--- src/rtl/pll_rst_pkg.sv ---
// Shared types and default constants for the PLL reset sequencer.
// Optional lock filter is enabled with the LOCK_FILTER_EN macro.
package pll_rst_pkg;

    typedef enum logic [1:0] {
        WAIT_LOCK = 2'd0,
        FILTER    = 2'd1,
        HOLD      = 2'd2,
        RUN       = 2'd3
    } pll_state_t;

    localparam int DEF_HOLD_CYCLES   = 16;
    localparam int DEF_FILTER_CYCLES = 64;

    function automatic int max_int(input int a, input int b);
        return (a > b) ? a : b;
    endfunction

endpackage

--- src/rtl/sync_2ff.sv ---
// Two-flop single-bit synchronizer with synchronous active-high reset.
module sync_2ff (
    input  logic clk,
    input  logic reset,
    input  logic d,
    output logic q
);

    logic meta_p0;
    logic sync_p1;

    always_ff @(posedge clk) begin
        if (reset) begin
            meta_p0 <= 1'b0;
            sync_p1 <= 1'b0;
        end else begin
            meta_p0 <= d;
            sync_p1 <= meta_p0;
        end
    end

    assign q = sync_p1;

endmodule

--- src/rtl/pll_reset_sequencer.sv ---
// Sequences downstream reset release after PLL lock and tracks lock losses.
// Define LOCK_FILTER_EN to require FILTER_CYCLES of stable lock before HOLD.
module pll_reset_sequencer
    import pll_rst_pkg::*;
#(
    parameter int HOLD_CYCLES   = DEF_HOLD_CYCLES,
    parameter int FILTER_CYCLES = DEF_FILTER_CYCLES,
    parameter int CNT_W         = 8
) (
    input  logic             clk,
    input  logic             reset,
    input  logic             pll_locked,
    input  logic             clr_status,
    output logic             sys_rst,
    output logic             ready,
    output logic             lost_sticky,
    output logic [CNT_W-1:0] loss_count
);

    // One counter serves both FILTER and HOLD, so it is sized for the larger.
    localparam int CTR_W = $clog2(max_int(HOLD_CYCLES, FILTER_CYCLES) + 1);
    localparam logic [CTR_W-1:0] HOLD_LAST = CTR_W'(HOLD_CYCLES - 1);
`ifdef LOCK_FILTER_EN
    localparam logic [CTR_W-1:0] FILTER_LAST = CTR_W'(FILTER_CYCLES - 1);
`endif
    localparam logic [CNT_W-1:0] CNT_MAX = '1;

    logic             lock_s;
    pll_state_t       state;
    pll_state_t       next_state;
    logic [CTR_W-1:0] ctr;
    logic             ctr_inc;
    logic             loss_evt;

    sync_2ff u_lock_sync (
        .clk   (clk),
        .reset (reset),
        .d     (pll_locked),
        .q     (lock_s)
    );

    // ---- state register ----
    always_ff @(posedge clk) begin
        if (reset) begin
            state <= WAIT_LOCK;
        end else begin
            state <= next_state;
        end
    end

    // ---- next-state logic ----
    always_comb begin
        next_state = state;
        case (state)
            WAIT_LOCK: begin
                if (lock_s) begin
`ifdef LOCK_FILTER_EN
                    next_state = FILTER;
`else
                    next_state = HOLD;
`endif
                end
            end
`ifdef LOCK_FILTER_EN
            FILTER: begin
                if (!lock_s) begin
                    next_state = WAIT_LOCK;
                end else if (ctr == FILTER_LAST) begin
                    next_state = HOLD;
                end
            end
`endif
            HOLD: begin
                if (!lock_s) begin
                    next_state = WAIT_LOCK;
                end else if (ctr == HOLD_LAST) begin
                    next_state = RUN;
                end
            end
            RUN: begin
                if (!lock_s) begin
                    next_state = WAIT_LOCK;
                end
            end
            default: next_state = WAIT_LOCK;
        endcase
    end

    // ---- output / datapath control ----
    // The counter only advances while a counting state holds; any transition clears it.
    always_comb begin
        ctr_inc  = 1'b0;
        loss_evt = 1'b0;
        case (state)
            FILTER, HOLD: ctr_inc  = (next_state == state);
            RUN:          loss_evt = !lock_s;
            default:      ctr_inc  = 1'b0;
        endcase
    end

    always_ff @(posedge clk) begin
        if (reset) begin
            ctr <= '0;
        end else if (ctr_inc) begin
            ctr <= ctr + 1'b1;
        end else begin
            ctr <= '0;
        end
    end

    // A loss in the same cycle as clr_status wins and starts the count afresh.
    always_ff @(posedge clk) begin
        if (reset) begin
            lost_sticky <= 1'b0;
            loss_count  <= '0;
        end else if (loss_evt) begin
            lost_sticky <= 1'b1;
            if (clr_status) begin
                loss_count <= CNT_W'(1);
            end else if (loss_count != CNT_MAX) begin
                loss_count <= loss_count + 1'b1;
            end
        end else if (clr_status) begin
            lost_sticky <= 1'b0;
            loss_count  <= '0;
        end
    end

    // sys_rst/ready follow the state with one register of delay.
    always_ff @(posedge clk) begin
        if (reset) begin
            sys_rst <= 1'b1;
            ready   <= 1'b0;
        end else begin
            sys_rst <= (state != RUN);
            ready   <= (state == RUN);
        end
    end

endmodule
--- config.mk ---
export PLATFORM = sky130hd
export DESIGN_NAME = pll_reset_sequencer
export DESIGN_NICKNAME = d
export VERILOG_FILES = /design/src/rtl/pll_rst_pkg.sv /design/src/rtl/sync_2ff.sv /design/src/rtl/pll_reset_sequencer.sv
export SDC_FILE = /design/constraint.sdc
export NUM_CORES = 1
export LEC_CHECK = 0
export BUFFER_PORTS_ARGS = -buffer_cell sky130_fd_sc_hd__buf_2
export CAP_MARGIN = 30
export CORE_AREA = 2 2 47 49
export CTS_CLUSTER_SIZE = 28
export DETAILED_ROUTE_END_ITERATION = 8
export DIE_AREA = 0 0 49 51
export GPL_TIMING_DRIVEN = 1
export MAX_ROUTING_LAYER = met4
export PLACE_DENSITY_LB_ADDON = 0.08
export SETUP_SLACK_MARGIN = 0.3
export SLEW_MARGIN = 20
export SYNTH_ARGS = -nofsm -noshare
export SYNTH_HDL_FRONTEND = slang
export SYNTH_SLANG_ARGS = --single-unit
--- constraint.sdc ---
create_clock -name clk -period 2.1 [get_ports clk]
set_input_delay 0.105 -clock clk [delete_from_list [all_inputs] [get_ports clk]]
set_output_delay 0.105 -clock clk [all_outputs]
set_load 0.03 [all_outputs]
==> Yosys cells after proc, flatten, opt, wreduce, memory -nomap -nowiden <==
Index checks and enable logic that the tools add are counted.
{ "word_totals": {"ff_bits": 22, "latchBits": 0, "mem_bits_rw": 0, "mem_bits_ro": 0, "out_inout_bits": 11, "elab_cells": 38, "mem_count": 0} }
{ "classes": {"add_sub_neg": 2, "multipliers": 0, "div": 0, "order_cmp": 0, "n_eq_ne": 7, "n_shift": 0, "mux": 13, "bitwise_logic": 1, "reduce_logical": 7} }
{ "op_table": {"columns": ["cell", "count"], "rows": [
  ["8-bit two-way mux", 4],
  ["8-bit by 1-bit adder with 8-bit output, second input constant", 1],
  ["2-bit two-way mux", 4],
  ["8-bit != test, second input constant", 1],
  ["7-bit by 1-bit adder with 7-bit output, second input constant", 1],
  ["7-bit by 4-bit == test with 1-bit output, second input constant", 1],
  ["2-bit case mux with 3 select lines", 1],
  ["2-bit == test, second input constant", 2],
  ["1-bit two-way mux", 4],
  ["2-bit nonzero test", 2],
  ["2-bit OR reduction", 2],
  ["2-bit by 1-bit == test with 1-bit output, second input constant", 1],
  ["2-bit == test", 1],
  ["2-bit zero test", 1],
  ["2-bit != test, second input constant", 1],
  ["2-bit AND reduction", 1],
  ["1-bit zero test", 1],
  ["1-bit inverter", 1]
]} }

==> Depth between registers and ports, before layout <==
Gate-level depths: netlist (run 1).
{ "logic_depth": {"depth_word": 8, "mapped_depth": 6, "mapped_depth_nobuf": 6} }

==> Modules after synthesis <==
A second synthesis (run 1) with hierarchy kept.
{ "hier_totals": {"cells_unflattened": 115, "area_unflattened_um2": 1046.0} }
{ "by_module_without_submodules": {"columns": ["mod", "instances", "cells_each", "area_each_um2", "seq_area_each_um2"], "rows": [
  ["pll_reset_sequencer", 1, 111, 993.5, 400.4],
  ["sync_2ff", 1, 4, 52.6, 40.0]
]} }

==> Worst setup path after synthesis (run 1) <==
Ideal clock, no wire load.
{ "synth_path": {"path_type": "reg2reg", "from": "reg state[1]", "to": "reg ctr[3]", "setup_ns": 0.078, "t_arrival_ns": 1.447, "required_ns": 2.022, "setup_slack_ns": 0.575, "stages_incl_launch_ff": 7, "n_path_buf": 0, "synth_period_minus_slack_ns": 1.525, "cell_sequence": "dfxtp_1 -> inv_1 -> ha_1 -> nor2b_1 -> a221oi_2 -> o221ai_2 -> nor3_1"} }
{ "synth_via": {"elab_chain_len": 7, "elab_cells_between_ends": 14, "classes_between": "eq/ne: 4; mux: 6; bitwise: 1; reduce/logical: 3"} }
{ "synth_lines": {"columns": ["item", "line_no", "text"], "rows": [
  ["start, declared", "pll_reset_sequencer.sv:29", "pll_state_t state;"],
  ["start signal, assigned", "pll_reset_sequencer.sv:47", "state <= next_state;"],
  ["2-bit two-way mux", "pll_reset_sequencer.sv:76", "end else if (ctr == HOLD_LAST) begin"],
  ["2-bit two-way mux", "pll_reset_sequencer.sv:74", "if (!lock_s) begin"],
  ["2-bit case mux with 3 select lines", "pll_reset_sequencer.sv:54", "case (state)"],
  ["2-bit == test", "pll_reset_sequencer.sv:95", "FILTER, HOLD: ctr_inc = (next_state == state);"],
  ["1-bit two-way mux *", "pll_reset_sequencer.sv:94", "case (state)"],
  ["1-bit inverter (no source line) *", null, null],
  ["2-bit OR reduction (no source line) *", null, null],
  ["end signal, assigned", "pll_reset_sequencer.sv:105", "ctr <= ctr + 1'b1;"],
  ["end, declared", "pll_reset_sequencer.sv:31", "logic [CTR_W-1:0] ctr;"]
]} }
Mark *: on every way between the ends. The rest lies on a longest branch, timed or not.
A chain may end at the register's enable or synchronous reset.

==> Final worst setup path (run 1) <==
{ "layout_path": {"from": "reg state[0]", "to": "reg ctr[3]"} }
Same word-level chain as after synthesis.

==> flow_summary.json, run 1 <==
{
  "status": "finished clean",
  "ys_seq_area_share_pct": 42.8,
  "cpPeakStageDelay_ns": 0.38,
  "synthCells": 112,
  "cts_buffers": 3,
  "drt-pass1-iter-count": 4,
  "synthTopCellsByArea": "dfxtp_1, ha_1, and4_1, nor2_1, nor2b_1",
  "avgSynthCellArea_um2": 9.18,
  "max_freq_mhz": 572,
  "ys_types": 31,
  "cp_max_fo": 7,
  "cts_sinks": 22,
  "cts-root-buf": "clkbuf_4",
  "setup_tns_ns": 0,
  "p_total_uw": 639,
  "start_util_pct": 49.8,
  "final_antenna_net_count": 0,
  "drcViolationCount": 0,
  "final_cells": 155,
  "pwr-share-seq_pct": 66.4,
  "io_pins": 15,
  "grt_max_degree": 12,
  "gp_congestion": 0.777,
  "vias_per_cell": 5.51,
  "ys_warn_count": 0,
  "htreeDepth": 1,
  "crit_chain": "inv_1 -> ha_1 -> nor2b_1 -> a221oi_2 -> o221ai_4 -> nor3_1",
  "core_area_um2": 2060,
  "leakagePower_nw": 0.435,
  "setup_viol": 0,
  "vdd_drop_max_uv": 351,
  "syn_nets": 122,
  "worst_slack_ns": 0.351,
  "syn_area_um2": 1030,
  "path_clk_slew_ns": 0.11,
  "post-place-ws_ns": 0.362,
  "die_area_um2": 2500,
  "clock_path_buffers": 2,
  "max_slew_margin_pct": 76.9,
  "hp-class": "input pin to flop",
  "routed_wl_um": 1980,
  "synth_top_area_share_pct": 42.8,
  "path_buf_inv": 1,
  "p_switching_uw": 140,
  "worst_pin_slew_ns": 0.343,
  "grt.total_usage_pct": 17.8,
  "num_vias": 854,
  "netSwitchingFraction_pct": 22.0,
  "avgRoutedWirePerCell_um": 12.8,
  "finClkSkew_ns": 0.00357,
  "dieWidth_um": 49,
  "nFillCells": 197,
  "die_h_um": 51,
  "pwr-share-comb_pct": 4.9,
  "port_buffers": 14,
  "grt_overflow": 0,
  "p_per_area_nw_per_um2": 544,
  "async_reset_ff_share_pct": 0,
  "synth_ff_type": "dfxtp_1",
  "synth_top_area_cell": "dfxtp_1",
  "drv_cap": 0,
  "slowest_stage": "dfxtp_2",
  "cp.arrival_ns": 1.98,
  "synth-edff-count": 0,
  "rsz0062_at_grt": "no",
  "num_rows": 17,
  "nNetsFinal": 139,
  "hold_viol_final": 0,
  "period_share_pct": 83.3,
  "drive_gt1_share_pct": 22.0,
  "drv_slew": 0,
  "grt_pass1_wl_um": 3390,
  "worstSetupStartpointType": "flop",
  "cpLargestDelayFamily": "compound AO/OA/AOI/OAI gates",
  "diodes": 0,
  "drt_iter0_drc": 13,
  "crit_required_ns": 2.33,
  "hpwl_um": 1420,
  "period_needed_ns": 1.75,
  "clkLatencyLatePin_ns": 0.30,
  "pwr-share-clk_pct": 28.7,
  "grt_pass1_vias": 828,
  "ys_ff_latch": 22,
  "endpoint_kind": "flop",
  "place_inst": 152,
  "path_class": "flop to flop",
  "p_int_uw": 498,
  "syn_to_final_growth_pct": 14.1,
  "cts_tree": "done",
  "antenna_found_initial": 0
}
## cells in the final DEF, fill, tap and decap left out, types with 3 or more instances in the layout
cell type / n
buf_2: 14
and4_1: 4
nor2b_1: 5
ha_1: 5
nor3_1: 4
clkbuf_4: 3
nor2_1: 9
xnor2_1: 3
inv_1: 5
a21oi_1: 6
nand3_1: 6
o21ai_0: 6
nand2_1: 7
nand2b_1: 4
dfxtp_1: 20
## cells in the mapped netlist (2+ instances only)
library cell and number:
dfxtp_1 22, a31oi_1 2, a21oi_1 6, ha_1 6, nor3_1 6, a211oi_1 2
nor2b_1 5, and3_1 2, nand2b_1 4, xor2_1 2, nand3_1 6, nand2_1 7
inv_1 5, nand4_1 2, o21ai_0 6, and4_1 4, nor2_1 9, xnor2_1 3
## sequential cells by signal (all words and copies together) (netlist names)
name,cells
u_lock_sync.q,1
ctr,7
ready,1
state,2
u_lock_sync.meta_p0,1
lost_sticky,1
sys_rst,1
loss_count,8
## cell families after synthesis
kind of cell / after synthesis / synth area share (%)
AOI/OAI and AO/OA: 22 / 14.7
buffers and inverters: 7 / 3.04
and+or+nand+nor: 50 / 27.9
DFF: 22 / 42.8
xor gates and xnor gates: 5 / 4.26
adders and majority gates: 6 / 7.30
## path summary, 6_finish.rpt
path	startpoint	end	slack, ns	cells after the start
setup / recovery	state[0]	ctr[3]	0.35	6
hold / removal	pll_locked	u_lock_sync.meta_p0	0.02	2
setup reg to reg	state[0]	ctr[3]	0.35	6
hold reg to reg	u_lock_sync.meta_p0	u_lock_sync.q	0.45	1
## worst reg2reg max path, delay by kind of cell, from the launching register on
kind | cells | cell delay [ns]
AOI/OAI and AO/OA | 2 | 0.54
DFF | 1 | 0.38
and+or+nand+nor | 2 | 0.38
adders and majority gates | 1 | 0.26
buffers and inverters | 1 | 0.12
## through the flow
step	hold WS [ns]	area (um2)	utilization, %
floorplan	0.233	1030	-
global placement	0.319	1120	54.3
detailed placement	0.330	1120	54.3
CTS	0.00888	1140	55.4
global route	0.0285	1170	56.9
finish	0.0158	1170	56.9
## cell type report
cell class / instances / area, um2 / area share (%)
clock buffer: 3 / 22.5 / 1.92
sequential: 22 / 445 / 38.0
multi-input combinational: 83 / 582 / 49.6
tap: 28 / 35.0 / 2.99
timing repair buffer: 14 / 70.1 / 5.97
inverter: 5 / 18.8 / 1.60
## routing by layer
layer  vias up  wire length, um  share of wire (%)  global-route usage, %
met1       402              912                 46                   21.0
met3         2               52                2.6                   3.51
met5         -                0                  0                      -
met4         0               17               0.86                   7.14
met2        11             1000                 51                   30.1
li1        439                -                  -                      -
## power groups by stage
| stage | clock, mW | combinational, mW | sequential (mW) |
|---|---|---|---|
| after CTS | 0.193 | 0.0278 | 0.424 |
| after global routing | 0.206 | 0.0352 | 0.425 |
| after detailed placement | 0 | 0.0277 | 0.434 |
| after global placement | 0 | 0.0270 | 0.434 |
| final | 0.184 | 0.0312 | 0.424 |
| after floorplan | 0 | 0.0205 | 0.433 |
## repair_timing
item                       4_1_cts  5_1_grt
gates resized for setup          0        8
setup endpoints to repair        0        8
hold buffers                     0        0
hold endpoints to repair         0        0
setup buffers                    0        0
Note: power is estimated with default switching activity, not from simulation.
==> run 2: changes to the inputs <==
--- a/config.mk
+++ b/config.mk
@@ -5,12 +5,13 @@
 export SDC_FILE = /design/constraint.sdc
 export NUM_CORES = 1
 export LEC_CHECK = 0
+export ABC_AREA = 1
 export BUFFER_PORTS_ARGS = -buffer_cell sky130_fd_sc_hd__buf_2
 export CAP_MARGIN = 30
-export CORE_AREA = 2 2 47 49
+export CORE_AREA = 2 2 51 53
 export CTS_CLUSTER_SIZE = 28
 export DETAILED_ROUTE_END_ITERATION = 8
-export DIE_AREA = 0 0 49 51
+export DIE_AREA = 0 0 53 55
 export GPL_TIMING_DRIVEN = 1
 export MAX_ROUTING_LAYER = met4
 export PLACE_DENSITY_LB_ADDON = 0.08
==> constraint.sdc (replaced) <==
create_clock -name clk -period 1.5 [get_ports clk]
set_input_delay 0.075 -clock clk [delete_from_list [all_inputs] [get_ports clk]]
set_output_delay 0.075 -clock clk [all_outputs]
set_load 0.03 [all_outputs]
==> run 2 against run 1 <==
Effect of this change:
- final area increased by 29%
- total power grew 57%
- cell count up 34%
- clock skew rose by 0.0040 ns
- flip-flop and latch count did not move
==> flow_summary.json, run 2 <==
{
  "fin_area_um2": 1520,
  "top_register": "loss_count",
  "worst_slack_ns": 0.00152,
  "largest_reg_flops": 8,
  "grt_overflow": 0,
  "reg_top3": "loss_count x8, ctr x7, state x2",
  "status": "finished clean",
  "avgSynthCellArea_um2": 7.50,
  "synth_top_area_cell": "dfxtp_1",
  "vdd_drop_max_uv": 511,
  "synthTopCellsByArea": "dfxtp_1, nand2_1, inv_1, ha_1, nor3_2",
  "max_freq_mhz": 667,
  "path_clk_slew_ns": 0.12,
  "synth_top_area_share_pct": 38.6,
  "dpl-instance-area_um2": 1310,
  "num_rows": 18,
  "crit_required_ns": 1.72,
  "vias_per_cell": 4.87,
  "period_share_pct": 99.9,
  "hp-class": "input pin to flop",
  "highest_layer": "met4",
  "io_pins": 15,
  "grt_max_degree": 13,
  "ys_seq_area_share_pct": 38.6,
  "core_area_um2": 2360,
  "path_class": "flop to flop",
  "rsz0062_at_grt": "yes",
  "drv_slew": 0,
  "die_area_um2": 2920,
  "p_per_area_nw_per_um2": 661,
  "drive_gt1_share_pct": 47.5,
  "leakagePower_nw": 0.613,
  "setup_viol": 0,
  "post-place-ws_ns": 0.0683,
  "clkLatencyLatePin_ns": 0.30,
  "antenna_found_initial": 0,
  "drv_cap": 0,
  "drcViolationCount": 0,
  "period_needed_ns": 1.50,
  "finClkSkew_ns": 0.00759,
  "cts_tree": "done",
  "grt.total_usage_pct": 18.1,
  "cp_max_fo": 7,
  "synthCells": 152,
  "met1_length_um": 994,
  "avgRoutedWirePerCell_um": 11.7,
  "htreeDepth": 1,
  "gp_congestion": 0.795,
  "ys_ff_latch": 22,
  "hpwl_um": 1560,
  "synth-edff-count": 0,
  "drt_iter0_drc": 15,
  "dr_wl_met3_um": 93,
  "final_cell_mix": "inv_1, nand2_1, nor2_1",
  "start_util_pct": 48.2,
  "final_common_cell": "inv_1",
  "yosysMostFrequentCell": "nand2_1",
  "diodes": 0,
  "routed_wl_um": 2410,
  "grt_pass1_vias": 940,
  "hold_viol_final": 0,
  "cts_sinks": 22,
  "drt-pass1-iter-count": 4,
  "met2WireLength_um": 1290,
  "num_vias": 1009,
  "syn_nets": 162,
  "max_slew_margin_pct": 74.1,
  "final_antenna_net_count": 0,
  "port_buffers": 14,
  "worst_pin_slew_ns": 0.386,
  "dieWidth_um": 53,
  "syn_to_final_growth_pct": 33.2,
  "syn_area_um2": 1140,
  "synth_ff_type": "dfxtp_1",
  "cts_buffers": 3,
  "cp.arrival_ns": 1.72,
  "die_h_um": 55,
  "grt_pass1_wl_um": 3770,
  "ys_types": 23,
  "ys_warn_count": 0,
  "cts-root-buf": "clkbuf_4",
  "nNetsFinal": 188,
  "clock_path_buffers": 2,
  "endpoint_kind": "flop",
  "synthTopCellsByCount": "nand2_1, inv_1, dfxtp_1",
  "worstSetupStartpointType": "flop",
  "async_reset_ff_share_pct": 0
}
==> run 2: cell types whose count changed after synthesis, moves of 4 or more <==
cell | before | now
nand2_1 | 7 | 29
nand2_2 | 0 | 5
and4_1 | 4 | 0
nand2b_1 | 4 | 0
nor2_1 | 9 | 18
nor2b_1 | 5 | 0
nand3_1 | 6 | 10
inv_1 | 5 | 27
nor3_2 | 0 | 7
nor3_1 | 6 | 2
==> run 2: cell type report <==
type / instances / area (um2)
clock buffers: 4 / 36.3
fillers: 199 / 847
repair buffers: 22 / 136
well taps: 30 / 37.5
multi-input cells: 102 / 736
flip-flops and latches: 22 / 465
inverters: 27 / 106
==> run 2: logic make-up (layout without fill, tap and decap cells) <==
logic type	after synthesis	in the layout	share of synthesized area, %
AO/OA/AOI/OAI	14	14	7.14
XOR/XNOR	5	5	3.84
adder cells (fa/ha/maj)	6	6	6.59
buffers and inverters	28	53	9.22
flip-flops	22	22	38.6
AND/OR/NAND/NOR	77	77	34.6
==> run 2: timing repair <==
action                     4_1_cts  5_1_grt
buffers inserted                 6        1
pin swaps                       10       17
hold endpoints to repair         1        0
resized for setup                8       26
setup endpoints to repair       15       17
hold buffers                     1        0
==> run 2: per-stage QoR <==
stage	hold WS (ns)	power, mW	utilization [%]	instances	TNS (ns)
CTS	0.0526	1.01	60.4	206	0
global route	0.0555	1.05	64.2	207	-0.205
floorplan	0.182	0.655	-	152	0
global placement	0.274	0.671	55.5	195	0
detailed placement	0.295	0.671	55.5	195	0
finish	0.0587	1.00	64.2	207	0
==> run 2: worst max-delay path, cell delays in order, from the launching register on <==
cell and delay [ns]:
dfxtp_4 0.39, inv_4 0.07, ha_4 0.16, nand2_2 0.05, nor2_2 0.09, nand3_2 0.12, nand2_2 0.10, nand2_2 0.06
nand2_2 0.08, nand2_4 0.09, nor3_2 0.19
==> run 2: path summary, 6_finish.rpt <==
path | startpoint | endpoint | slack, ns | cells after the start
setup / recovery | state[0] | ctr[0] | 0.002 | 10
hold / removal | reset | loss_count[1] | 0.06 | 2
setup reg to reg | state[0] | ctr[0] | 0.002 | 10
hold reg to reg | u_lock_sync.meta_p0 | u_lock_sync.q | 0.41 | 2
==> run 2: where the power goes <==
group | leakage, nW | internal (mW) | switching [mW] | total [mW]
sequential | 0.185 | 0.583 | 0.00754 | 0.590
clock | 0.0210 | 0.148 | 0.173 | 0.321
combinational | 0.407 | 0.0327 | 0.0581 | 0.0908
==> run 2: routing by layer <==
layer / up-vias / track usage, %
li1: 519 / -
met1: 466 / 20.1
met2: 20 / 32.9
met3: 4 / 2.42
met4: 0 / 7.69
met5: - / -
==> run 3: changes to the inputs <==
--- a/config.mk
+++ b/config.mk
@@ -15,6 +15,7 @@
 export GPL_TIMING_DRIVEN = 1
 export MAX_ROUTING_LAYER = met4
 export PLACE_DENSITY_LB_ADDON = 0.08
+export REMOVE_ABC_BUFFERS = 1
 export SETUP_SLACK_MARGIN = 0.3
 export SLEW_MARGIN = 20
 export SYNTH_ARGS = -nofsm -noshare
==> run 3 against run 2 <==
Effect of this change:
- final area down 2.4%
- first-iteration DRC count down 6.7%
- clock power down 19%
- clock skew down 0.0028 ns
- critical path depth up 2
- worst hold slack worse by 0.0026 ns
- count of clock-buffer cells in the layout down 1
- global-route usage up 1.3 points
- wire length down 5.4%
- critical path type unchanged
- largest power group unchanged
- highest routed layer unchanged
==> flow_summary.json, run 3 (synthesized netlist as in run 2, its figures left out) <==
{
  "crit_required_ns": 1.74,
  "drt-pass1-iter-count": 4,
  "routed_wl_um": 2280,
  "drv_cap": 0,
  "regArea_um2": 455,
  "fin_area_um2": 1480,
  "final_antenna_net_count": 0,
  "multi_input_area_um2": 684,
  "grt_pass1_vias": 948,
  "path_class": "flop to flop",
  "grt_pass1_wl_um": 4040,
  "cp_max_fo": 7,
  "die_h_um": 55,
  "rr_startpoint": "state[0]",
  "cts_sinks": 22,
  "final_common_cell": "nand2_1",
  "crit_path_start": "state[0]",
  "cts-root-buf": "clkbuf_4",
  "io_pins": 15,
  "cp.arrival_ns": 1.69,
  "htreeDepth": 1,
  "num_rows": 18,
  "final_core_util_pct": 62.6,
  "cts_buffers": 3,
  "period_share_pct": 96.4,
  "ff2ff_path_depth": 12,
  "path_clk_slew_ns": 0.12,
  "leakagePower_nw": 0.621,
  "hp-class": "input pin to flop",
  "finClkSkew_ns": 0.00475,
  "avgRoutedWirePerCell_um": 10.7,
  "port_buffers": 14,
  "largest_reg_flops": 8,
  "nFillCells": 235,
  "vias_per_cell": 4.75,
  "drt_iter0_drc": 14,
  "drcViolationCount": 0,
  "final_cell_mix": "nand2_1, inv_1, dfxtp_1",
  "start_util_pct": 48.2,
  "dpl-instance-area_um2": 1300,
  "rsz0062_at_grt": "yes",
  "grt_max_degree": 12,
  "drive_gt1_share_pct": 39.9,
  "max_slew_margin_pct": 75.1,
  "r2r_slack_ns": 0.05,
  "clkLatencyLatePin_ns": 0.30,
  "grt.total_usage_pct": 19.4,
  "worstReg2RegEnd": "ctr[6]",
  "core_area_um2": 2360,
  "top_register": "loss_count",
  "crit_end": "ctr[6]",
  "max_freq_mhz": 691,
  "worstSetupStartpointType": "flop",
  "num_vias": 1012,
  "p_per_area_nw_per_um2": 636,
  "hpwl_um": 1630,
  "die_area_um2": 2920,
  "gp_congestion": 0.833,
  "drv_slew": 0,
  "setup_viol": 0,
  "endpoint_kind": "flop",
  "nNetsFinal": 195,
  "cts_tree": "done",
  "clock_path_buffers": 2,
  "diodes": 0,
  "worst_pin_slew_ns": 0.372,
  "status": "finished clean",
  "grt_overflow": 0,
  "antenna_found_initial": 0,
  "period_needed_ns": 1.45,
  "hold_viol_final": 0,
  "dieWidth_um": 53,
  "reg_top3": "loss_count x8, ctr x7, state x2",
  "vdd_drop_max_uv": 633,
  "syn_to_final_growth_pct": 30.0
}
## run 3: cell count changes in the layout (fill, tap and decap cells not counted), sizes merged
| cell | change |
|---|---|
| clkbuf | -1 |
| buf | +6 |
| nand2 | +1 |
## run 3: final cells by class
class,count,share of cell area (%)
Inverter,27,7.01
Clock buffer,3,1.52
Multi-Input combinational cell,103,46.2
Sequential cell,22,30.7
Tap cell,30,2.53
Timing Repair Buffer,28,12.0
## run 3: metrics by stage
stage                     setup slack (ns)  hold WS, ns  power, mW  TNS, ns  std cells
after global routing               -0.0440       0.0759      0.979   -0.182        213
after floorplan                    -0.0648        0.144      0.655   -0.262        151
after detailed placement           -0.0269        0.287      0.680  -0.0269        202
after global placement             -0.0463        0.280      0.680  -0.0486        202
after CTS                           0.0992       0.0475      0.949        0        210
final                               0.0536       0.0561      0.942        0        213
## run 3: timing repair
action                                 CTS  global route
pin swaps                                4             3
endpoints found under the hold margin    1             0
gates resized for setup                 26             9
cloned                                   1             0
setup endpoints to repair               17            17
buffers inserted                         3             3
hold buffers                             1             0
## run 3: how the worst min path moves through the flow
stage / startpoint / end / slack (ns) / depth (start not counted)
after floorplan: reset / loss_count[0] / 0.14 / 1
after global placement: pll_locked / u_lock_sync.meta_p0 / 0.28 / 3
after detailed placement: pll_locked / u_lock_sync.meta_p0 / 0.29 / 3
after CTS: reset / loss_count[1] / 0.05 / 2
after global routing: reset / state[1] / 0.08 / 2
final: reset / state[1] / 0.06 / 2
## run 3: worst max-delay path: stages, from the launching register on
cell and delay [ns]:
dfxtp_4 0.38, inv_4 0.07, ha_4 0.14, inv_2 0.04, nand2_2 0.07, nand2_1 0.05
nand2_1 0.07, nand2_1 0.05, nand2_1 0.10, nand3_2 0.08, nand2_2 0.08, nand2_4 0.10
nor3_2 0.16
## run 3: where the power goes
| group | internal, mW | switching, mW |
|---|---|---|
| Clock | 0.0936 | 0.167 |
| Sequential | 0.585 | 0.00585 |
| Combinational | 0.0350 | 0.0557 |
## run 3: metal layers
layer | routed length (um) | up-vias | GRT usage [%]
met2 | 1100 | 11 | 33.5
met3 | 57 | 2 | 3.23
met4 | 18 | 0 | 7.69
met5 | 0 | - | -
li1 | - | 541 | -
met1 | 1100 | 458 | 22.6
